## src/rtl/spi_slave_tx_ctrl.sv

```systemverilog
// SPI slave transmit sequencer: arbitrates register readback vs memory burst, inserts dummy
// cycles and chains words into the shifter. Define SPI_TX_CTRL_BYTE_SWAP_EN to byte-reverse memory words.
module spi_slave_tx_ctrl #(
    parameter int DUMMY_W = 8,
    parameter int WORDS_W = 8
) (
    input  logic               sclk,
    input  logic               rstn,
    input  logic               abort_i,
    input  logic               reg_req_i,
    input  logic [31:0]        reg_data_i,
    input  logic [7:0]         reg_len_i,
    input  logic               mem_req_i,
    input  logic [WORDS_W-1:0] mem_words_i,
    input  logic [DUMMY_W-1:0] dummy_i,
    input  logic [31:0]        mem_data_i,
    input  logic               mem_valid_i,
    output logic               mem_ready_o,
    output logic [7:0]         tx_counter_o,
    output logic               tx_counter_upd_o,
    output logic [31:0]        tx_data_o,
    output logic               tx_data_valid_o,
    input  logic               tx_done_i,
    output logic               busy_o,
    output logic               underrun_o
);

    typedef enum logic [2:0] {IDLE, DUMMY, FIRST, SHIFT, DRAIN} state_t;

    state_t             state_q, state_d;
    logic               src_mem_q, src_mem_d;
    logic [7:0]         len_q, len_d;
    logic [WORDS_W-1:0] words_q, words_d;
    logic [DUMMY_W-1:0] dcnt_q, dcnt_d;
    logic               underrun_q, underrun_d;
    logic               load;

    function automatic logic [31:0] mem_word(input logic [31:0] w);
`ifdef SPI_TX_CTRL_BYTE_SWAP_EN
        return {w[7:0], w[15:8], w[23:16], w[31:24]};
`else
        return w;
`endif
    endfunction

    always_ff @(posedge sclk or negedge rstn) begin
        if (!rstn) begin
            state_q    <= IDLE;
            src_mem_q  <= 1'b0;
            len_q      <= '0;
            words_q    <= '0;
            dcnt_q     <= '0;
            underrun_q <= 1'b0;
        end else begin
            state_q    <= state_d;
            src_mem_q  <= src_mem_d;
            len_q      <= len_d;
            words_q    <= words_d;
            dcnt_q     <= dcnt_d;
            underrun_q <= underrun_d;
        end
    end

    always_comb begin
        state_d          = state_q;
        src_mem_d        = src_mem_q;
        len_d            = len_q;
        words_d          = words_q;
        dcnt_d           = dcnt_q;
        underrun_d       = underrun_q;
        load             = 1'b0;
        mem_ready_o      = 1'b0;
        tx_counter_o     = '0;
        tx_counter_upd_o = 1'b0;
        tx_data_o        = '0;
        tx_data_valid_o  = 1'b0;

        if (abort_i) begin
            state_d = IDLE;
        end else begin
            case (state_q)
                IDLE: if (reg_req_i || mem_req_i) begin
                    src_mem_d  = !reg_req_i;
                    len_d      = reg_len_i;
                    words_d    = reg_req_i ? '0 : mem_words_i;
                    // dcnt holds remaining DUMMY cycles minus one
                    dcnt_d     = dummy_i - DUMMY_W'(1);
                    underrun_d = 1'b0;
                    state_d    = (dummy_i != '0) ? DUMMY : FIRST;
                end
                DUMMY: begin
                    if (dcnt_q == '0) state_d = FIRST;
                    else              dcnt_d  = dcnt_q - DUMMY_W'(1);
                end
                FIRST: begin
                    load    = 1'b1;
                    state_d = SHIFT;
                end
                SHIFT: if (tx_done_i) begin
                    if (words_q != '0) begin
                        load    = 1'b1;
                        words_d = words_q - WORDS_W'(1);
                    end else begin
                        state_d = DRAIN;
                    end
                end
                DRAIN:   state_d = IDLE;
                default: state_d = IDLE;
            endcase
        end

        if (load) begin
            tx_counter_upd_o = 1'b1;
            tx_data_valid_o  = 1'b1;
            if (src_mem_q) begin
                tx_counter_o = 8'd31;
                if (mem_valid_i) begin
                    tx_data_o   = mem_word(mem_data_i);
                    mem_ready_o = 1'b1;
                end else begin
                    underrun_d = 1'b1;  // pad word stays 0
                end
            end else begin
                tx_counter_o = len_q;
                tx_data_o    = reg_data_i;
            end
        end
    end

    assign busy_o     = (state_q != IDLE);
    assign underrun_o = underrun_q;

endmodule
```

## config.mk

```make
export PLATFORM = sky130hd
export DESIGN_NAME = spi_slave_tx_ctrl
export DESIGN_NICKNAME = d
export VERILOG_FILES = /design/src/rtl/spi_slave_tx_ctrl.sv
export SDC_FILE = /design/constraint.sdc
export NUM_CORES = 1
export LEC_CHECK = 0
export CORE_MARGIN = 5
export CORE_UTILIZATION = 41
export DETAILED_ROUTE_END_ITERATION = 12
export PLACE_DENSITY = 0.88
export SLEW_MARGIN = 10
export SYNTH_ARGS = -nofsm -noshare
export SYNTH_HDL_FRONTEND = slang
export SYNTH_SLANG_ARGS = --single-unit
```

## constraint.sdc

```tcl
create_clock -name sclk -period 5.8 [get_ports sclk]
set_input_delay 0.87 -clock sclk [delete_from_list [all_inputs] [get_ports sclk]]
set_output_delay 0.87 -clock sclk [all_outputs]
set_load 0.01 [all_outputs]
```

Word level (Yosys, flattened, before mapping)

Index checks and enable logic that the tools add are counted.

Add/sub/neg operators: 3
Equality and inequality tests: 11
Mux-type cells: 34
Bitwise operators: 1
Reduce and logical (&&, ||, !) cells: 13

Operator list:

| kind                  | count |
|---|---|
| $mux W32              | 3 |
| $mux W8               | 8 |
| $pmux W8 S2           | 2 |
| $sub A8 B1 Y8 const B | 3 |
| $reduce_bool A8 Y1    | 2 |
| $mux W3               | 5 |
| $mux W1               | 13 |
| $ne A3 B3 Y1 const B  | 4 |
| $pmux W3 S4           | 1 |
| $logic_not A8 Y1      | 1 |
| $ne A2 B2 Y1 const B  | 4 |
| $reduce_and A4 Y1     | 2 |
| $eq A3 B2 Y1 const B  | 2 |
| $reduce_and A5 Y1     | 1 |
| $reduce_bool A2 Y1    | 2 |
| $eq A3 B1 Y1 const B  | 1 |
| $logic_not A3 Y1      | 1 |
| $reduce_and A3 Y1     | 1 |
| $reduce_bool A3 Y1    | 1 |
| $mux W2               | 1 |
| $pmux W1 S2           | 1 |
| $logic_not A1 Y1      | 1 |
| $logic_or A1 B1 Y1    | 1 |
| $not A1 Y1            | 1 |

Register bits after elaboration: 29
Output and inout bits: 45

Longest topological paths before layout

Gate-level depths: netlist of run 1.

Word-level depth: 7
Mapped depth: 9

Worst setup path after synthesis of run 1

OpenSTA, ideal clock, no wires.

Path kind: reg-to-output
Start: register words_q[5]
End: output tx_data_valid_o
Data arrival time: 1.934 ns
Required time: 4.930 ns
Setup slack: 2.996 ns
Cell stages (with the launch flop): 8
Path buffers: 2
Cells stage by stage: dfrtp_1 -> or3_1 -> o41a_1 -> a22o_1 -> nand2_1 -> buf_2 -> inv_1 -> buf_4

Cells in the longest elaborated chain, start to end: 6

RTL lines:

| what                   | RTL line | source |
|---|---|---|
| start, declared        | 33       | `logic [WORDS_W-1:0] words_q, words_d;` |
| start signal, assigned | 58       | `words_q <= words_d;` |
| $reduce_bool A8 Y1     | 100      | `if (words_q != '0) begin` |
| $mux W1                | 100      |  |
| $mux W1                | 99       | `SHIFT: if (tx_done_i) begin` |
| $pmux W1 S2            | 81       | `case (state_q)` |
| $mux W1                | 78       | `if (abort_i) begin` |
| $mux W1                | --       |  |
| end, declared          | 22       | `output logic tx_data_valid_o,` |

Every way passes these cells.

Worst setup path after layout of run 1

Start: register state_q[0]
End: output tx_data_o[1]

Cells in the longest elaborated chain, start to end: 4
Elaborated cells on any way between the ends: 5
Those cells by class: eq/ne (2); mux (3)

RTL lines:

| what                   | RTL line | source |
|---|---|---|
| start, declared        | 30       | `state_t state_q, state_d;` |
| start signal, assigned | 55       | `state_q <= state_d;` |
| $eq A3 B2 Y1           | 81       |  |
| $pmux W1 S2 *          | 81       |  |
| $mux W1 *              | 78       |  |
| $mux W32 *             | 112      | `if (load) begin` |
| end, declared          | 21       | `output logic [31:0] tx_data_o,` |

Mark *: on every way between the ends. The rest lies on a longest branch, timed or not.

==> results of run 1 <==
-- flip-flops by register name, summed over array words and instances, names as in the netlist --
| name | count |
|---|---|
| underrun_o | 1 |
| state_q | 3 |
| words_q | 8 |
| src_mem_q | 1 |
| len_q | 8 |
| dcnt_q | 8 |
-- kinds of logic after synthesis --
family / Yosys count
AND/OR/NAND/NOR: 144
AO/OA/AOI/OAI: 91
buffers and inverters: 32
flip-flops: 29
multiplexers: 5
adder cells (fa/ha/maj): 3
XOR/XNOR: 2
-- worst paths after layout --
path	startpoint	end	slack, ps	cells past startpoint
worst max-delay path	state_q[0]	tx_data_o[1]	1610	7
worst min-delay path	len_q[6]	len_q[6]	470	2
worst max register to register	state_q[0]	dcnt_q[4]	3300	7
worst min register to register	len_q[6]	len_q[6]	470	2
max in group asynchronous	rstn	state_q[2]	4560	2
min in group asynchronous	rstn	words_q[7]	970	2
-- routing by layer --
| layer | global-route usage | routed length (um) | vias up |
|---|---|---|---|
| li1 | - | - | 1355 |
| met1 | 0.293 | 3390 | 1316 |
| met2 | 0.395 | 4250 | 139 |
| met3 | 0.0618 | 815 | 14 |
| met4 | 0.0532 | 139 | 0 |
| met5 | 0 | 0 | - |
-- power breakdown --
part           internal (mW)  switching, mW
clock network          0.107         0.0774
logic                  0.348          0.406
registers              0.296          0.109
total                  0.751          0.593
-- layout make-up --
| class | count | area [um2] | area share |
|---|---|---|---|
| flip-flops and latches | 29 | 726 | 0.192 |
| multi-input cells | 245 | 1420 | 0.375 |
| well taps | 72 | 90.1 | 0.0238 |
| clock buffers | 7 | 96.3 | 0.0255 |
| repair buffers | 143 | 1420 | 0.376 |
| clock inverters | 1 | 5.00 | 0.00132 |
| inverters | 7 | 26.3 | 0.00694 |
-- cells in the final DEF (no fill, tap or decap), types with 4 or more instances in the layout --
cell / instances
a21oi_1: 13
a22oi_1: 33
buf_4: 4
clkbuf_8: 7
clkdlybuf4s50_1: 139
dfrtp_1: 29
inv_1: 7
mux2i_1: 4
nand2_1: 33
nor2_1: 69
nor3_1: 14
nor3b_1: 4
o21ai_0: 17
or3_1: 6
-- worst max-delay path, delay by kind of cell (launching register included) --
kind / cells / cell delay [ps]
flip-flops: 1 / 610
AO/OA/AOI/OAI: 2 / 410
AND/OR/NAND/NOR: 3 / 1010
buffers and inverters: 2 / 1000
-- per-stage QoR --
| step | power [mW] | utilization | cell area, um2 | hold slack (ps) | worst slack (ps) |
|---|---|---|---|---|---|
| 2_1_floorplan | 0.893 | - | 2290 | 438 | 3000 |
| 3_3_place_gp | 1.13 | 0.673 | 3680 | 451 | 1800 |
| 3_5_place_dp | 1.16 | 0.673 | 3680 | 457 | 1760 |
| 4_1_cts | 1.35 | 0.692 | 3780 | 473 | 1620 |
| 5_1_grt | 1.46 | 0.692 | 3780 | 503 | 1360 |
| 6_report | 1.34 | 0.692 | 3780 | 471 | 1610 |
==> reports/metrics.cfg, run 1 <==
[worst_setup_path]
crit_chain=and3b_1, o41a_1, a22o_1, nand2_1, buf_4, nor2_1, clkdlybuf4s50_1
max_stage_delay_ps=610
crit_fanout=26
crit_path_start_kind=flop
cpMaxStageDelayCell=dfrtp_1
arrival_ps=3320
worst_ep_required_time_ps=4930
end_kind=output port
worst-setup-path-type=flop to output port

[clock_network]
cts_setup_buffers=0
cts_buffer_depth=2
cts-buffers-inserted=5
holdBufCountCts=0
tritoncts=yes
h-tree-depth=2
clock-sinks=29
root_buffer=clkbuf_8
cts_resized=0
clkSlewWorstSetupHoldPaths_ps=60
insertion_delay_ps=280

[pwr]
p_leak_nw=1.48
p_per_area_mw_per_mm2=355
peakVddDrop_mv=0.348

[global_routing]
antenna_found_initial=0
grt_pass1_wl_um=13600
grt_usage=0.232
gr-total-overflow=0
grt_max_degree=34
grt_pass1_vias=2631

[floorplan]
die_area_mm2=0.00717
io_pins=140
fp-row-count=27
core_area_mm2=0.00547
die_width_um=84.7
start_util=0.418
die_h_um=84.7

[timing]
clock_skew_ps=7.23
fmax_mhz=239
hold_violations=0
report.final.setup_viol=0
period_share=0.723
rsz0062_at_grt=false
slew_violations=0
tightest_slew_ps=1130
period_needed_ps=4190
slew_headroom=0.247
setup_tns_ps=0

[synth]
synth_compound_area_frac=0.287
synth_fa_ha_area_frac=0.0164
yosys-top-cells-count=69 x nor2_1, 33 x a22oi_1, 33 x nand2_1
synth.most_common_cell=nor2_1
async_reset_ff_frac=1.00
synthXorXnorAreaFrac=0.00766
synth_top_area_share=0.317
synthCells=306
synth_top_family_by_area=simple AND/OR/NAND/NOR gates
netlist_area_mm2=0.00229
yosysTopAreaCell=dfrtp_1
synth_mux_area_frac=0.0224
ys_seq_area_frac=0.317
ys_ff_latch=29
syn_nets=404
synth_edf_count=0
synth_area_per_cell_um2=7.47
synth_ff_type=dfrtp_1
synthDistinctLibCells=51
ys.warnings.count=0
synth.area.top_cells=dfrtp_1 32%, nor2_1 11%, a22oi_1 11%
yosys.area_share.simple=0.288

[placed_design]
dpl.hpwl_um=6620
port_buffers=139
gp_congestion=0.993
dp.cells=496

[drt]
drt_iter0_drc=124
routedWlPerCell_um=17.0
dr.pass1.iters=4
ant_nets=0
vias=2824
drt-total-wl_um=8590
via_per_inst=5.60
drc=0

[cells_and_area]
antenna_cells=0
area_growth_pct=65.5
nNetsFinal=529
nFillCells=486
instances_no_fill=504
drive_gt1_frac=0.0463

[status]
outcome=finished, final reports clean

[run]
drv_cap=0

[worst_hold_path]
min_path_type=flop to flop

No activity file was read; power rests on OpenSTA's default activity.
==> run 2: changes to the inputs <==
--- a/config.mk
+++ b/config.mk
@@ -6,9 +6,9 @@
 export NUM_CORES = 1
 export LEC_CHECK = 0
 export CORE_MARGIN = 5
-export CORE_UTILIZATION = 41
+export CORE_UTILIZATION = 38
 export DETAILED_ROUTE_END_ITERATION = 12
-export PLACE_DENSITY = 0.88
+export PLACE_DENSITY = 0.82
 export SLEW_MARGIN = 10
 export SYNTH_ARGS = -nofsm -noshare
 export SYNTH_HDL_FRONTEND = slang
==> constraint.sdc (replaced) <==
create_clock -name sclk -period 4.35 [get_ports sclk]
set_input_delay 0.6525 -clock sclk [delete_from_list [all_inputs] [get_ports sclk]]
set_output_delay 0.6525 -clock sclk [all_outputs]
set_load 0.01 [all_outputs]
==> run 2 against run 1 <==
  * Total power up 40%
  * Die area up 6.9%
  * Clock skew down 2.1 ps
  * Clock power up 82%
  * Global-route usage down 0.89 points
  * Critical path depth unchanged
  * Combinational power up 34%
  * Register-to-register slack worse by 1300 ps
  * Final cell count up 0.99%
  * Count of clock-buffer cells in the layout down 2
  * Critical path type unchanged
  * Highest routed layer unchanged
==> reports/metrics.cfg, run 2 (synthesis gave the netlist of run 1 again) <==
[cells_and_area]
antenna_cells=0
nNetsFinal=531
nFillCells=492
area_growth_pct=67.7
top_regs=dcnt_q: 8 flops, len_q: 8 flops, words_q: 8 flops
drive_gt1_frac=0.0507
post-route-cell-area_mm2=0.00384
final_cell_mix=139 x clkdlybuf4s50_1, 69 x nor2_1, 33 x nand2_1, 33 x a22oi_1, 29 x dfrtp_1
final_common_cell=clkdlybuf4s50_1
post-route-util=0.652

[drt]
drt-total-wl_um=8660
drc=0
vias=2787
ant_nets=0
drt_iter0_drc=91
routedWlPerCell_um=17.0
dr.pass1.iters=5
via_per_inst=5.48

[worst_setup_path]
crit_fanout=18
crit_path_start_kind=flop
worst-setup-path-type=flop to output port
arrival_ps=3000
worst_ep_required_time_ps=3700
rr_worst_depth=7
r2r-start=state_q[0]
end_kind=output port
reg2reg_to=dcnt_q[6]
rrSetupSlack_ps=1950
critPathLaunch=words_q[4]

[clock_network]
h-tree-depth=2
insertion_delay_ps=280
clock-sinks=29
cts_buffer_depth=2
root_buffer=clkbuf_8
cts_setup_buffers=0
clkSlewWorstSetupHoldPaths_ps=70
holdBufCountCts=0
cts-buffers-inserted=5
cts_resized=0
tritoncts=yes

[floorplan]
core_area_mm2=0.00589
fp-row-count=28
die_h_um=87.6
die_area_mm2=0.00767
start_util=0.389
io_pins=140
die_width_um=87.6

[timing]
report.final.setup_viol=0
rsz0062_at_grt=false
period_share=0.839
slew_headroom=0.372
tightest_slew_ps=941
hold_ws_ps=475
fmax_mhz=274
clock_skew_ps=5.11
setup_tns_ps=0
hold_violations=0
period_needed_ps=3650
slew_violations=0

[pwr]
p_per_area_mw_per_mm2=492
power_mw=1.89
p_leak_nw=1.51
peakVddDrop_mv=0.332

[global_routing]
grt_pass1_wl_um=13500
gr-total-overflow=0
antenna_found_initial=0
grt_pass1_vias=2738
grt_usage=0.223
grt_max_degree=34

[placed_design]
port_buffers=139
dpl.hpwl_um=6930
gp_congestion=0.909
placed_area_mm2=0.00370

[worst_hold_path]
holdPathEnd=len_q[6]
min_path_cells=2
min_path_type=flop to flop
hp-start=len_q[6]

[status]
outcome=finished, final reports clean

[run]
drv_cap=0

[run 2: where the power goes]
part           leakage (nW)  total [mW]  switching [mW]  internal (mW)
combinational          1.08        1.01           0.545          0.469
sequential            0.359       0.538           0.143          0.395
clock                0.0681       0.335           0.108          0.227
[run 2: worst max-delay path by stage]
stage	end	slack (ps)	cells after the start
after global routing	tx_data_o[13]	500	7
after floorplan	tx_data_valid_o	1760	7
after global placement	tx_data_o[15]	1050	7
final	tx_data_o[26]	700	7
after CTS	tx_data_o[28]	680	7
after detailed placement	tx_data_o[28]	990	7
[run 2: per-stage QoR]
stage / setup WS, ps / cells
global placement: 1050 / 501
global route: 505 / 509
finish: 701 / 509
floorplan: 1760 / 306
CTS: 680 / 509
detailed placement: 988 / 501
[run 2: worst max-delay path, cell delays in order (launching register included)]
cell and delay, ps:
dfrtp_1 410, or3_1 420, o41a_1 430, a22o_1 190
nand2_1 410, buf_4 300, nor2_1 70, clkdlybuf4s50_1 490
[run 2: cell type report]
class                           instances  area (um2)  share of cell area
Tap cell                               75        93.8              0.0245
Multi-Input combinational cell        245        1420               0.370
Sequential cell                        29         726               0.189
Inverter                                7        26.3             0.00685
Clock inverter                          3        65.1              0.0170
Clock buffer                            5        68.8              0.0179
Timing Repair Buffer                  145        1440               0.374
[run 2: per-layer routing]
| layer | vias to the layer above | part of all wire | GRT usage |
|---|---|---|---|
| li1 | 1363 | - | - |
| met3 | 22 | 0.087 | 0.0564 |
| met4 | 0 | 0.027 | 0.0795 |
| met5 | - | 0 | 0 |
| met1 | 1274 | 0.40 | 0.264 |
| met2 | 128 | 0.49 | 0.390 |
==> run 3: changes to the inputs <==
--- a/config.mk
+++ b/config.mk
@@ -6,9 +6,9 @@
 export NUM_CORES = 1
 export LEC_CHECK = 0
 export CORE_MARGIN = 5
-export CORE_UTILIZATION = 38
+export CORE_UTILIZATION = 34
 export DETAILED_ROUTE_END_ITERATION = 12
-export PLACE_DENSITY = 0.82
+export PLACE_DENSITY = 0.78
 export SLEW_MARGIN = 10
 export SYNTH_ARGS = -nofsm -noshare
 export SYNTH_HDL_FRONTEND = slang
==> constraint.sdc (replaced) <==
create_clock -name sclk -period 3.1 [get_ports sclk]
set_input_delay 0.465 -clock sclk [delete_from_list [all_inputs] [get_ports sclk]]
set_output_delay 0.465 -clock sclk [all_outputs]
set_load 0.01 [all_outputs]
==> run 3 against run 2 <==
  * Core utilization decreased by 3.2 points
  * Via count increased by 2.7%
  * Final area increased by 4.4%
  * Count of clock-buffer cells in the layout increased by 1
  * Largest power group unchanged
  * Highest routed layer unchanged
==> reports/metrics.cfg, run 3 (synthesis gave the netlist of run 1 again) <==
[cells_and_area]
drive_gt1_frac=0.0705
antenna_cells=0
final_cell_mix=100 x clkdlybuf4s50_1, 69 x nor2_1, 38 x dlymetal6s2s_1
instances_no_fill=517
final_common_cell=clkdlybuf4s50_1
post-route-util=0.620
area_growth_pct=75.1
nNetsFinal=537
top_regs=dcnt_q: 8 flops, len_q: 8 flops, words_q: 8 flops

[clock_network]
insertion_delay_ps=280
h-tree-depth=2
clkSlewWorstSetupHoldPaths_ps=70
cts_buffer_depth=2
holdBufCountCts=0
clock-sinks=29
root_buffer=clkbuf_8
cts_setup_buffers=0
cts-buffers-inserted=5
tritoncts=yes

[worst_setup_path]
arrival_ps=2560
crit_path_start_kind=flop
r2r-start=state_q[0]
rr_worst_depth=7
reg2reg_to=dcnt_q[4]
crit_fanout=10
critPathLaunch=words_q[5]
worst-setup-path-type=flop to output port
end_kind=output port
worst_ep_required_time_ps=2630
rrSetupSlack_ps=760

[timing]
fmax_mhz=331
hold_violations=0
tightest_slew_ps=649
rsz0062_at_grt=true
period_share=0.975
clock_skew_ps=8.97
slew_violations=0
period_needed_ps=3020
report.final.setup_viol=0
slew_headroom=0.564

[floorplan]
die_h_um=92.0
die_area_mm2=0.00847
die_width_um=92.0
core_area_mm2=0.00646
fp-row-count=29
io_pins=140
start_util=0.354

[drt]
via_per_inst=5.54
wl_met3_um=766
drc=0
wl_met2_um=4640
routedWlPerCell_um=17.9
drt_iter0_drc=124
top_layer=met4
drt-total-wl_um=9250
ant_nets=0
wirelength_met1_um=3750
dr.pass1.iters=4
vias=2863

[run]
drv_cap=0

[worst_hold_path]
min_path_cells=2
min_path_type=flop to flop
holdPathEnd=len_q[7]
hp-start=len_q[7]

[pwr]
p_per_area_mw_per_mm2=649
power_mw=2.60
peakVddDrop_mv=0.362
p_leak_nw=2.25

[global_routing]
grt_max_degree=44
grt_usage=0.200
antenna_found_initial=0
gr-total-overflow=0
grt_pass1_vias=2607
grt_pass1_wl_um=13700

[placed_design]
dp.cells=506
gp_congestion=0.942
port_buffers=139
dpl.hpwl_um=6900

[status]
outcome=finished, final reports clean

## run 3: cell types whose count changed in the layout (fill, tap and decap cells not counted), sizes merged
cell,previous run,this run
clkdlybuf4s50,139,100
dlygate4sd2,0,1
bufinv,2,0
clkbuf,5,8
buf,6,10
dlymetal6s2s,0,38
clkinv,1,2
## run 3: layout make-up
type | instances | area (um2)
clock buffers | 6 | 82.6
clock inverters | 2 | 13.8
fillers | 557 | 2450
inverters | 7 | 26.3
multi-input cells | 245 | 1430
flip-flops and latches | 29 | 727
well taps | 77 | 96.3
repair buffers | 151 | 1630
## run 3: metrics by stage
step	instance area [um2]	TNS (ps)	setup WS (ps)	hold WS, ps
finish	4010	0	76.5	474
global route	4010	-39.1	-20.3	508
CTS	3830	0	3.28	481
detailed placement	3740	0	302	464
global placement	3740	0	334	462
floorplan	2290	0	701	169
## run 3: worst max-delay path, stage by stage (launching register included)
cell             delay, ps
dfrtp_1                390
or3_4                  410
o41a_1                 410
a22o_1                 220
nand2_4                130
buf_6                  170
nor2_1                  60
clkdlybuf4s50_1        470
## run 3: worst max-delay path by stage
stage | end | depth (start not counted)
final | tx_counter_o[3] | 7
after global routing | tx_counter_o[3] | 7
after floorplan | tx_data_valid_o | 7
after CTS | tx_counter_o[7] | 7
after global placement | tx_data_o[12] | 7
after detailed placement | tx_data_o[12] | 7
## run 3: report_power, final
| part | total, mW | internal (mW) | switching [mW] |
|---|---|---|---|
| Sequential | 0.745 | 0.555 | 0.190 |
| Combinational | 1.52 | 0.709 | 0.809 |
| Clock | 0.334 | 0.180 | 0.154 |
## run 3: repair_timing
action,4_1_cts,5_1_grt
setup endpoints to repair,1,42
cloned,0,3
resized for setup,1,42
## run 3: layer usage
metal	GRT usage	vias to the layer above
met2	0.346	124
met1	0.239	1357
met5	0	-
li1	-	1375
met4	0.0594	0
met3	0.0589	7
